[src/rtl/rr_mux_sel_arbiter.sv]
// Round-robin arbiter producing the registered 2-bit select for the 4:1 channel mux.
// Latency: a request sampled on an edge is granted on that same edge (outputs registered, 1 cycle).
// Backpressure: none; a grant is held for dwell+1 cycles or until its requester drops.
// Optional feature macro: ARB_LOCK_EN adds a lock input that suppresses dwell expiry.
module rr_mux_sel_arbiter #(
  parameter int DWELL_W = 8
) (
  input  logic               clk,
  input  logic               rst,
  input  logic [3:0]         req,
  input  logic [DWELL_W-1:0] dwell,
`ifdef ARB_LOCK_EN
  input  logic               lock,
`endif
  output logic [1:0]         sel,
  output logic [3:0]         grant,
  output logic               grant_valid,
  output logic               switch_pulse
);

  typedef enum logic {IDLE = 1'b0, HOLD = 1'b1} state_t;

  localparam logic [DWELL_W-1:0] CNT_ONE = DWELL_W'(1);

  state_t             state, state_nxt;
  logic [1:0]         last;
  logic [1:0]         win;
  logic [DWELL_W-1:0] cnt, cnt_nxt;
  logic [1:0]         sel_nxt;
  logic [3:0]         grant_nxt;
  logic               valid_nxt;
  logic               pulse_nxt;
  logic               lock_eff;
  logic               expire;
  logic               drop;
  logic               load;

`ifdef ARB_LOCK_EN
  assign lock_eff = lock;
`else
  assign lock_eff = 1'b0;
`endif

  // Expiry is masked while locked; a dropped requester always releases the grant.
  assign expire = (cnt == '0) && !lock_eff;
  assign drop   = !req[sel];

  // Search order last+1, last+2, last+3, last: lowest priority written first, highest last.
  always_comb begin
    win = last;
    for (int k = 3; k >= 1; k--) begin
      if (req[last + 2'(k)]) win = last + 2'(k);
    end
  end

  // State register.
  always_ff @(posedge clk or posedge rst) begin
    if (rst) state <= IDLE;
    else     state <= state_nxt;
  end

  // Next state and load decision: a trigger with any request re-arbitrates, otherwise go idle.
  always_comb begin
    state_nxt = state;
    load      = 1'b0;
    case (state)
      IDLE: begin
        if (|req) begin
          load      = 1'b1;
          state_nxt = HOLD;
        end
      end
      HOLD: begin
        if (expire || drop) begin
          if (|req) load = 1'b1;
          else      state_nxt = IDLE;
        end
      end
      default: state_nxt = IDLE;
    endcase
  end

  // Next values of the registered outputs and the saturating dwell counter.
  always_comb begin
    sel_nxt = sel;
    cnt_nxt = cnt;
    if (load) begin
      sel_nxt = win;
      cnt_nxt = dwell;
    end else if (state == HOLD && cnt != '0) begin
      cnt_nxt = cnt - CNT_ONE;
    end
    valid_nxt = (state_nxt == HOLD);
    grant_nxt = valid_nxt ? (4'b0001 << sel_nxt) : 4'b0000;
    pulse_nxt = valid_nxt && (sel_nxt != sel);
  end

  // Output, pointer and counter registers; last starts at 3 so the first search begins at 0.
  always_ff @(posedge clk or posedge rst) begin
    if (rst) begin
      sel          <= 2'd0;
      grant        <= 4'b0000;
      grant_valid  <= 1'b0;
      switch_pulse <= 1'b0;
      last         <= 2'd3;
      cnt          <= '0;
    end else begin
      sel          <= sel_nxt;
      grant        <= grant_nxt;
      grant_valid  <= valid_nxt;
      switch_pulse <= pulse_nxt;
      cnt          <= cnt_nxt;
      if (load) last <= win;
    end
  end

endmodule
[config.mk]
export PLATFORM = sky130hd
export DESIGN_NAME = rr_mux_sel_arbiter
export DESIGN_NICKNAME = d
export VERILOG_FILES = /design/src/rtl/rr_mux_sel_arbiter.sv
export SDC_FILE = /design/constraint.sdc
export NUM_CORES = 1
export LEC_CHECK = 0
export ABC_CLOCK_PERIOD_IN_PS = 2900
export BUFFER_PORTS_ARGS = -buffer_cell sky130_fd_sc_hd__buf_2
export CORE_UTILIZATION = 53
export CTS_CLUSTER_SIZE = 12
export DETAILED_ROUTE_END_ITERATION = 7
export PLACE_DENSITY = 0.86
export SYNTH_ARGS = -nofsm -noshare
export SYNTH_HDL_FRONTEND = slang
export SYNTH_SLANG_ARGS = --single-unit
export TNS_END_PERCENT = 5
[constraint.sdc]
create_clock -name clk -period 2.9 [get_ports clk]
set_clock_uncertainty 0.1 [all_clocks]
set_input_delay 0.435 -clock clk [delete_from_list [all_inputs] [get_ports clk]]
set_output_delay 0.435 -clock clk [all_outputs]
set_load 0.005 [all_outputs]
==> qor.log, run 1 <==
INFO  detailed_routing ant_nets=0
INFO  power          internal-power=753uW
INFO  timing         timing.final.hold_violations=0
INFO  power          total_power=1.31mW
INFO  logic_synthesis synth_commonest_cells=16 x sky130_fd_sc_hd__dfrtp_1, 14 x sky130_fd_sc_hd__nand2_1, 11 x sky130_fd_sc_hd__o21ai_0
INFO  timing         grt_setup_unrepaired=no
INFO  layout         num_antenna_cells=0
INFO  critical_path  origin_of_the_critical_flop_to_flop_path=cnt[0]
INFO  clocking       clk_pin_slew=100ps
INFO  power          p_seq_share=38.8%
INFO  clocking       number_of_hold_buffers_added_after_cts=0
INFO  power          swShare=42.6%
INFO  power          static-leakage-power=0.554nW
INFO  floorplan      die_y=48.1um
INFO  timing         totalNegativeSetupSlack=0ps
INFO  clocking       cts_buffers=3
INFO  clocking       htreeDepth=1
INFO  global_route   wire_length_of_the_first_global_routing_pass=3970um
INFO  critical_path  criticalPathCategory=reg2reg
INFO  placement      place.port_buffers=21
INFO  clocking       cts_buffer_depth=2
INFO  global_route   total_track_usage=24.6%
INFO  timing         number_of_setup_violations_in_the_final_report=0
INFO  logic_synthesis synthTopCellsByArea=sky130_fd_sc_hd__dfrtp_1 36%, sky130_fd_sc_hd__o21ai_0 4.9%, sky130_fd_sc_hd__dfstp_2 4.7%
INFO  timing         layout_min_cycle_time=2350ps
INFO  floorplan      start_util=56.8%
INFO  detailed_routing initialDrtViolationCount=13
INFO  power          power-per-cell-area=1020mW/mm^2
INFO  floorplan      floorplan.core_area=0.00198sqmm
INFO  timing         max-slew-margin-rel=54.8%
INFO  global_route   number_of_antenna_violations_at_the_first_check_in_global_routing=0
INFO  logic_synthesis post_synth_arst_share=100%
INFO  logic_synthesis number_of_distinct_library_cell_variants_in_the_gate_level_netlist_after_synthesis=42
INFO  clocking       clock_root_buffer=sky130_fd_sc_hd__clkbuf_4
INFO  critical_path  timing.critical_path.arrival=2440ps
INFO  timing         worstMarginPinSlew=678ps
INFO  placement      detailed_place_hpwl=1840um
INFO  detailed_routing drt-pass1-iter-count=4
INFO  clocking       tritoncts=yes
INFO  layout         area_growth=14.2%
INFO  detailed_routing routed_wire_length_per_instance=14.7um
INFO  floorplan      die_x=48.1um
INFO  logic_synthesis synth_seq_cells=18
INFO  detailed_routing avgViaCountPerCell=5.99
INFO  timing         finalMaxSlewViolations=0
INFO  critical_path  end_kind=register
INFO  logic_synthesis synth-edff-count=0
INFO  logic_synthesis syn_nets=134
INFO  power          power.switching=558uW
INFO  critical_path  worst_ep_required_time=3000ps
INFO  logic_synthesis syn_area=0.00112sqmm
INFO  layout         final_layout_size_suffix_gt1_share=27.0%
INFO  logic_synthesis synth.yosys.seq_area_share=40.3%
INFO  detailed_routing postRouteWirelength=2480um
INFO  layout         nNetsFinal=158
INFO  flow_run       max-cap-violations=0
INFO  floorplan      rows=16
INFO  power          max_ir_drop_vdd=0.474mV
INFO  critical_path  setup.reg_to_reg.worst_slack=550ps
INFO  detailed_routing route.vias.total=1007
INFO  clocking       number_of_sinks_handled_by_clock_tree_synthesis=18
INFO  floorplan      total_die_area=0.00231sqmm
INFO  run_status     run_status=finished clean
INFO  detailed_routing post-route-drc-count=0
INFO  logic_synthesis syn_inst=118
INFO  logic_synthesis yosys_most_used_dff=sky130_fd_sc_hd__dfrtp_1
INFO  critical_path  timing.critical_path.fanout_max=15
INFO  global_route   overflow=0
INFO  global_route   largest_net_degree_at_the_start_of_global_routing=19
INFO  critical_path  critPathLaunchType=register
INFO  clocking       post_cts_buffers=0
INFO  logic_synthesis synthesis.area_per_instance=9.53squm
INFO  logic_synthesis yosys_warnings=0
INFO  hold_path      hold_crit_path_type=in2async
INFO  logic_synthesis synth_area_leader_cell=sky130_fd_sc_hd__dfrtp_1
INFO  placement      place_congestion=0.865
INFO  floorplan      top_level_ports=22
INFO  timing         fmax=426MHz
INFO  power          power_frac_comb=49.2%
INFO  critical_path  crit_path_start=cnt[0]
INFO  timing         min_period_over_period=80.9%
INFO  power          clk_pwr_share=12.0%
INFO  clocking       postCtsResizedCells=0
INFO  clocking       worst_skew_late_latency=300ps
INFO  global_route   first_global_vias=936
INFO  logic_synthesis yosysMostFrequentCell=sky130_fd_sc_hd__dfrtp_1
INFO  logic_synthesis top_cell_type_s_share_of_synthesized_area=35.6%
## worst paths after layout
check	to	depth (start not counted)
min in group clk	cnt[3]	3
max in group asynchronous	cnt[6]	2
worst max-delay path	cnt[7]	7
worst min register to register	last[0]	1
worst min-delay path	grant[2]	2
worst max register to register	cnt[7]	7
## logic make-up (layout without fill, tap and decap cells)
kind of cell	after synthesis	count (layout)	synth area share, %
simple gates	44	44	22.9
compound gates	39	39	24.3
flops	18	18	40.3
buf+inv	8	31	3.67
xor+xnor	6	6	4.67
fa+ha+maj	2	2	2.22
mux	1	1	2.00
## metal layers
metal | vias up | GRT usage (%) | wire (um) | part of all wire, %
met5 | - | 0 | 0 | 0
met4 | 0 | 11.7 | 38 | 1.5
met3 | 4 | 3.02 | 118 | 4.8
met2 | 40 | 43.8 | 1270 | 51
met1 | 480 | 29.1 | 1050 | 42
li1 | 483 | - | - | -
## cell type report
cell class	instances	area, sq um
sequential	18	453
timing repair buffer	22	113
inverter	5	18.8
fill	172	697
clock buffer	4	36.3
tap	27	33.8
multi-input combinational	92	631
## placed cells by master, fill, tap and decap left out, drive strengths merged, types with 2 or more instances in the layout
cell type	instances
xor2	4
nand3b	5
nor4	2
o311ai	2
dfrtp	16
inv	5
nor3	5
nand2	14
a21o	3
nand2b	4
nor3b	2
o21a	2
xnor2	2
or3	3
nand3	2
a21oi	11
clkbuf	4
ha	2
buf	22
o21ai	11
dfstp	2
nor2	4
a22oi	2
## critical path, cell delays in order (launching register included)
cell	delay (ps)
sky130_fd_sc_hd__dfrtp_1	420
sky130_fd_sc_hd__inv_1	110
sky130_fd_sc_hd__ha_1	140
sky130_fd_sc_hd__or4b_4	480
sky130_fd_sc_hd__o21a_4	250
sky130_fd_sc_hd__a21oi_4	320
sky130_fd_sc_hd__nor4_1	100
sky130_fd_sc_hd__a311o_1	320
## power by group through the flow
stage / registers (mW) / clock network, mW / logic, mW
3_3_place_gp: 0.501 / 0 / 0.608
6_report: 0.509 / 0.158 / 0.645
4_1_cts: 0.506 / 0.163 / 0.643
3_5_place_dp: 0.513 / 0 / 0.641
2_1_floorplan: 0.474 / 0 / 0.520
5_1_grt: 0.531 / 0.174 / 0.722
## flip-flops by register name, summed over array words and instances, names as in the netlist
| register | flops |
|---|---|
| grant_valid | 1 |
| sel | 2 |
| last | 2 |
| grant | 4 |
| switch_pulse | 1 |
| cnt | 8 |
## metrics by stage
step	util (%)	cell area [sq um]	worst slack, ps	instances	hold WS (ps)
6_report	64.8	1280	554	168	114
5_1_grt	64.8	1280	441	168	182
4_1_cts	64.8	1280	563	168	130
3_5_place_dp	63.0	1250	574	164	434
3_3_place_gp	63.0	1250	633	164	404
2_1_floorplan	-	1120	774	118	272
Power figures use the tool's default switching activity.
==> run 2, diff against run 1 <==
Settings changed: ABC_CLOCK_PERIOD_IN_PS 2900 to 2190.
Clock period 2.9 ns to 2.19 ns, I/O delays scaled along.
==> run 2 against run 1 <==
  * The flow now finishes with violations (negative hold slack)
  * Power rose by 49%
  * Register-to-register slack got worse by 550 ps
  * Setup slack got worse by 550 ps
  * Non-clock buffer count rose by 7
  * Critical path type unchanged
  * Critical endpoint unchanged
==> qor.log, run 2 (same netlist as run 1, synthesis figures left out) <==
INFO  global_route   largest_net_degree_at_the_start_of_global_routing=19 [unchanged]
INFO  critical_path  setup.reg_to_reg.worst_slack=3ps [-550 ps]
INFO  power          max_ir_drop_vdd=0.753mV [+59%]
INFO  floorplan      rows=16 [unchanged]
INFO  layout         largest_register_ff_count=8 [unchanged]
INFO  clocking       cts_buffers=3 [unchanged]
INFO  clocking       worst_skew_late_latency=310ps [about the same]
INFO  floorplan      total_die_area=0.00231sqmm [unchanged]
INFO  power          power-per-cell-area=1400mW/mm^2 [+37%]
INFO  layout         final_core_util=70.2% [+5.4 points]
INFO  critical_path  worst_ep_required_time=2290ps [-710 ps]
INFO  clocking       tritoncts=yes
INFO  critical_path  timing.critical_path.arrival=2290ps [-150 ps]
INFO  critical_path  timing.critical_path.fanout_max=7 [-8]
INFO  clocking       number_of_sinks_handled_by_clock_tree_synthesis=18 [unchanged]
INFO  critical_path  end_kind=register
INFO  placement      place_ws=22.3ps [-552 ps]
INFO  timing         holdWs=-0.984ps [-115 ps]
INFO  detailed_routing initialDrtViolationCount=25 [+12]
INFO  run_status     violations=negative hold slack
INFO  detailed_routing ant_nets=0 [unchanged]
INFO  layout         num_antenna_cells=0 [unchanged]
INFO  critical_path  critPathLaunchType=register
INFO  global_route   total_track_usage=25.5% [+0.89 points]
INFO  layout         fillCellCount=164 [-4.7%]
INFO  detailed_routing routed_wire_length_per_instance=15.3um [+3.5%]
INFO  detailed_routing drt-pass1-iter-count=4 [unchanged]
INFO  detailed_routing avgViaCountPerCell=5.86 [-2.3%]
INFO  run_status     run_status=finished, violations left
INFO  floorplan      die_y=48.1um [unchanged]
INFO  global_route   first_global_vias=874 [-6.6%]
INFO  layout         max_flop_register=cnt
INFO  layout         final_common_cell=sky130_fd_sc_hd__buf_2
INFO  hold_path      hold_crit_path_type=in2async
INFO  layout         final_layout_size_suffix_gt1_share=36.5% [+9.5 points]
INFO  placement      place_congestion=0.890 [+2.9%]
INFO  timing         worstMarginPinSlew=676ps [-2.24 ps]
INFO  timing         fmax=457MHz [+7.3%]
INFO  clocking       clk_pin_slew=110ps [about the same]
INFO  timing         max-slew-margin-rel=54.9% [+0.15 points]
INFO  timing         number_of_setup_violations_in_the_final_report=0 [unchanged]
INFO  floorplan      start_util=56.8% [unchanged]
INFO  clocking       clock_root_buffer=sky130_fd_sc_hd__clkbuf_4
INFO  placement      detailed_place_hpwl=1810um [-1.8%]
INFO  timing         totalNegativeSetupSlack=0ps [unchanged]
INFO  layout         layout.area.seq=453squm [unchanged]
INFO  detailed_routing postRouteWirelength=2670um [+7.8%]
INFO  power          static-leakage-power=0.590nW [+6.4%]
INFO  layout         area_growth=23.7%
INFO  timing         finalMaxSlewViolations=0 [unchanged]
INFO  clocking       cts_buffer_depth=2 [unchanged]
INFO  detailed_routing post-route-drc-count=0 [unchanged]
INFO  global_route   overflow=0 [unchanged]
INFO  critical_path  criticalPathCategory=reg2reg
INFO  placement      place.port_buffers=21 [unchanged]
INFO  timing         layout_min_cycle_time=2190ps [-159 ps]
INFO  power          total_power=1.95mW [+49%]
INFO  timing         final.setup.worst_slack=3.12ps [-551 ps]
INFO  critical_path  rr_worst_depth=6 [-1]
INFO  floorplan      top_level_ports=22 [unchanged]
INFO  detailed_routing route.vias.total=1025 [+1.8%]
INFO  global_route   number_of_antenna_violations_at_the_first_check_in_global_routing=0 [unchanged]
INFO  timing         min_period_over_period=99.9% [+19 points]
INFO  timing         grt_setup_unrepaired=yes
INFO  floorplan      die_x=48.1um [unchanged]
INFO  floorplan      floorplan.core_area=0.00198sqmm [unchanged]
INFO  layout         layout_common_cells=21 x sky130_fd_sc_hd__buf_2, 16 x sky130_fd_sc_hd__dfrtp_1, 14 x sky130_fd_sc_hd__nand2_1
INFO  layout         nNetsFinal=165 [+4.4%]
INFO  flow_run       max-cap-violations=0 [unchanged]
INFO  clocking       htreeDepth=1 [unchanged]
INFO  layout         multi_input_area=677squm [+7.3%]
INFO  global_route   wire_length_of_the_first_global_routing_pass=3980um [+0.35%]
INFO  timing         timing.final.hold_violations=7 [+7]
INFO  layout         reg.largest.list=cnt (8), grant (4)
[run 2: cell types whose count changed in the layout (fill, tap and decap cells not counted), sizes merged]
| cell | delta |
|---|---|
| buf | +7 |
[run 2: repair_timing]
| item | 4_1_cts | 5_1_grt |
|---|---|---|
| resized for setup | 0 | 16 |
| pin swaps | 0 | 6 |
| setup endpoints to repair | 2 | 10 |
| hold buffers | 0 | 0 |
| cloned | 0 | 0 |
| setup buffers | 1 | 1 |
[run 2: final timing paths]
path / to / start
hold / removal: cnt[3] / rst
hold reg to reg: last[0] / last[0]
min in group clk: cnt[3] / dwell[3]
setup / recovery: cnt[7] / cnt[1]
setup reg to reg: cnt[7] / cnt[1]
max in group asynchronous: cnt[2] / rst
[run 2: layer usage]
metal / routed length (um) / GRT usage [%] / part of all wire (%) / vias to the layer above
met1: 1180 / 33.7 / 44 / 486
li1: - / - / - / 500
met5: 0 / 0 / 0 / -
met3: 100 / 3.77 / 3.7 / 9
met2: 1280 / 39.2 / 48 / 30
met4: 100 / 15.0 / 3.7 / 0
[run 2: area by class of cell]
cell class	count	share of cell area, %
clock buffers	4	2.61
inverters	5	1.35
multi-input cells	92	48.7
flip-flops and latches	18	32.6
well taps	27	2.43
repair buffers	29	12.4
[run 2: report_power, final]
group          total (mW)  leakage [nW]  internal, mW  switching [mW]
clock               0.214        0.0210         0.102           0.112
combinational        1.05         0.353         0.528           0.526
sequential          0.685         0.215         0.501           0.184
[run 2: per-stage QoR]
| step | instance area, sq um | instances |
|---|---|---|
| after floorplan | 1120 | 118 |
| after global placement | 1290 | 169 |
| after detailed placement | 1290 | 169 |
| after CTS | 1330 | 174 |
| after global routing | 1390 | 175 |
| final | 1390 | 175 |
[run 2: worst max-delay path, stage by stage (launching register included)]
cell and delay (ps):
sky130_fd_sc_hd__dfrtp_1 410, sky130_fd_sc_hd__inv_2 100, sky130_fd_sc_hd__ha_4 130, sky130_fd_sc_hd__or4b_4 490
sky130_fd_sc_hd__o21a_4 270, sky130_fd_sc_hd__a21o_4 240, sky130_fd_sc_hd__a311o_1 320
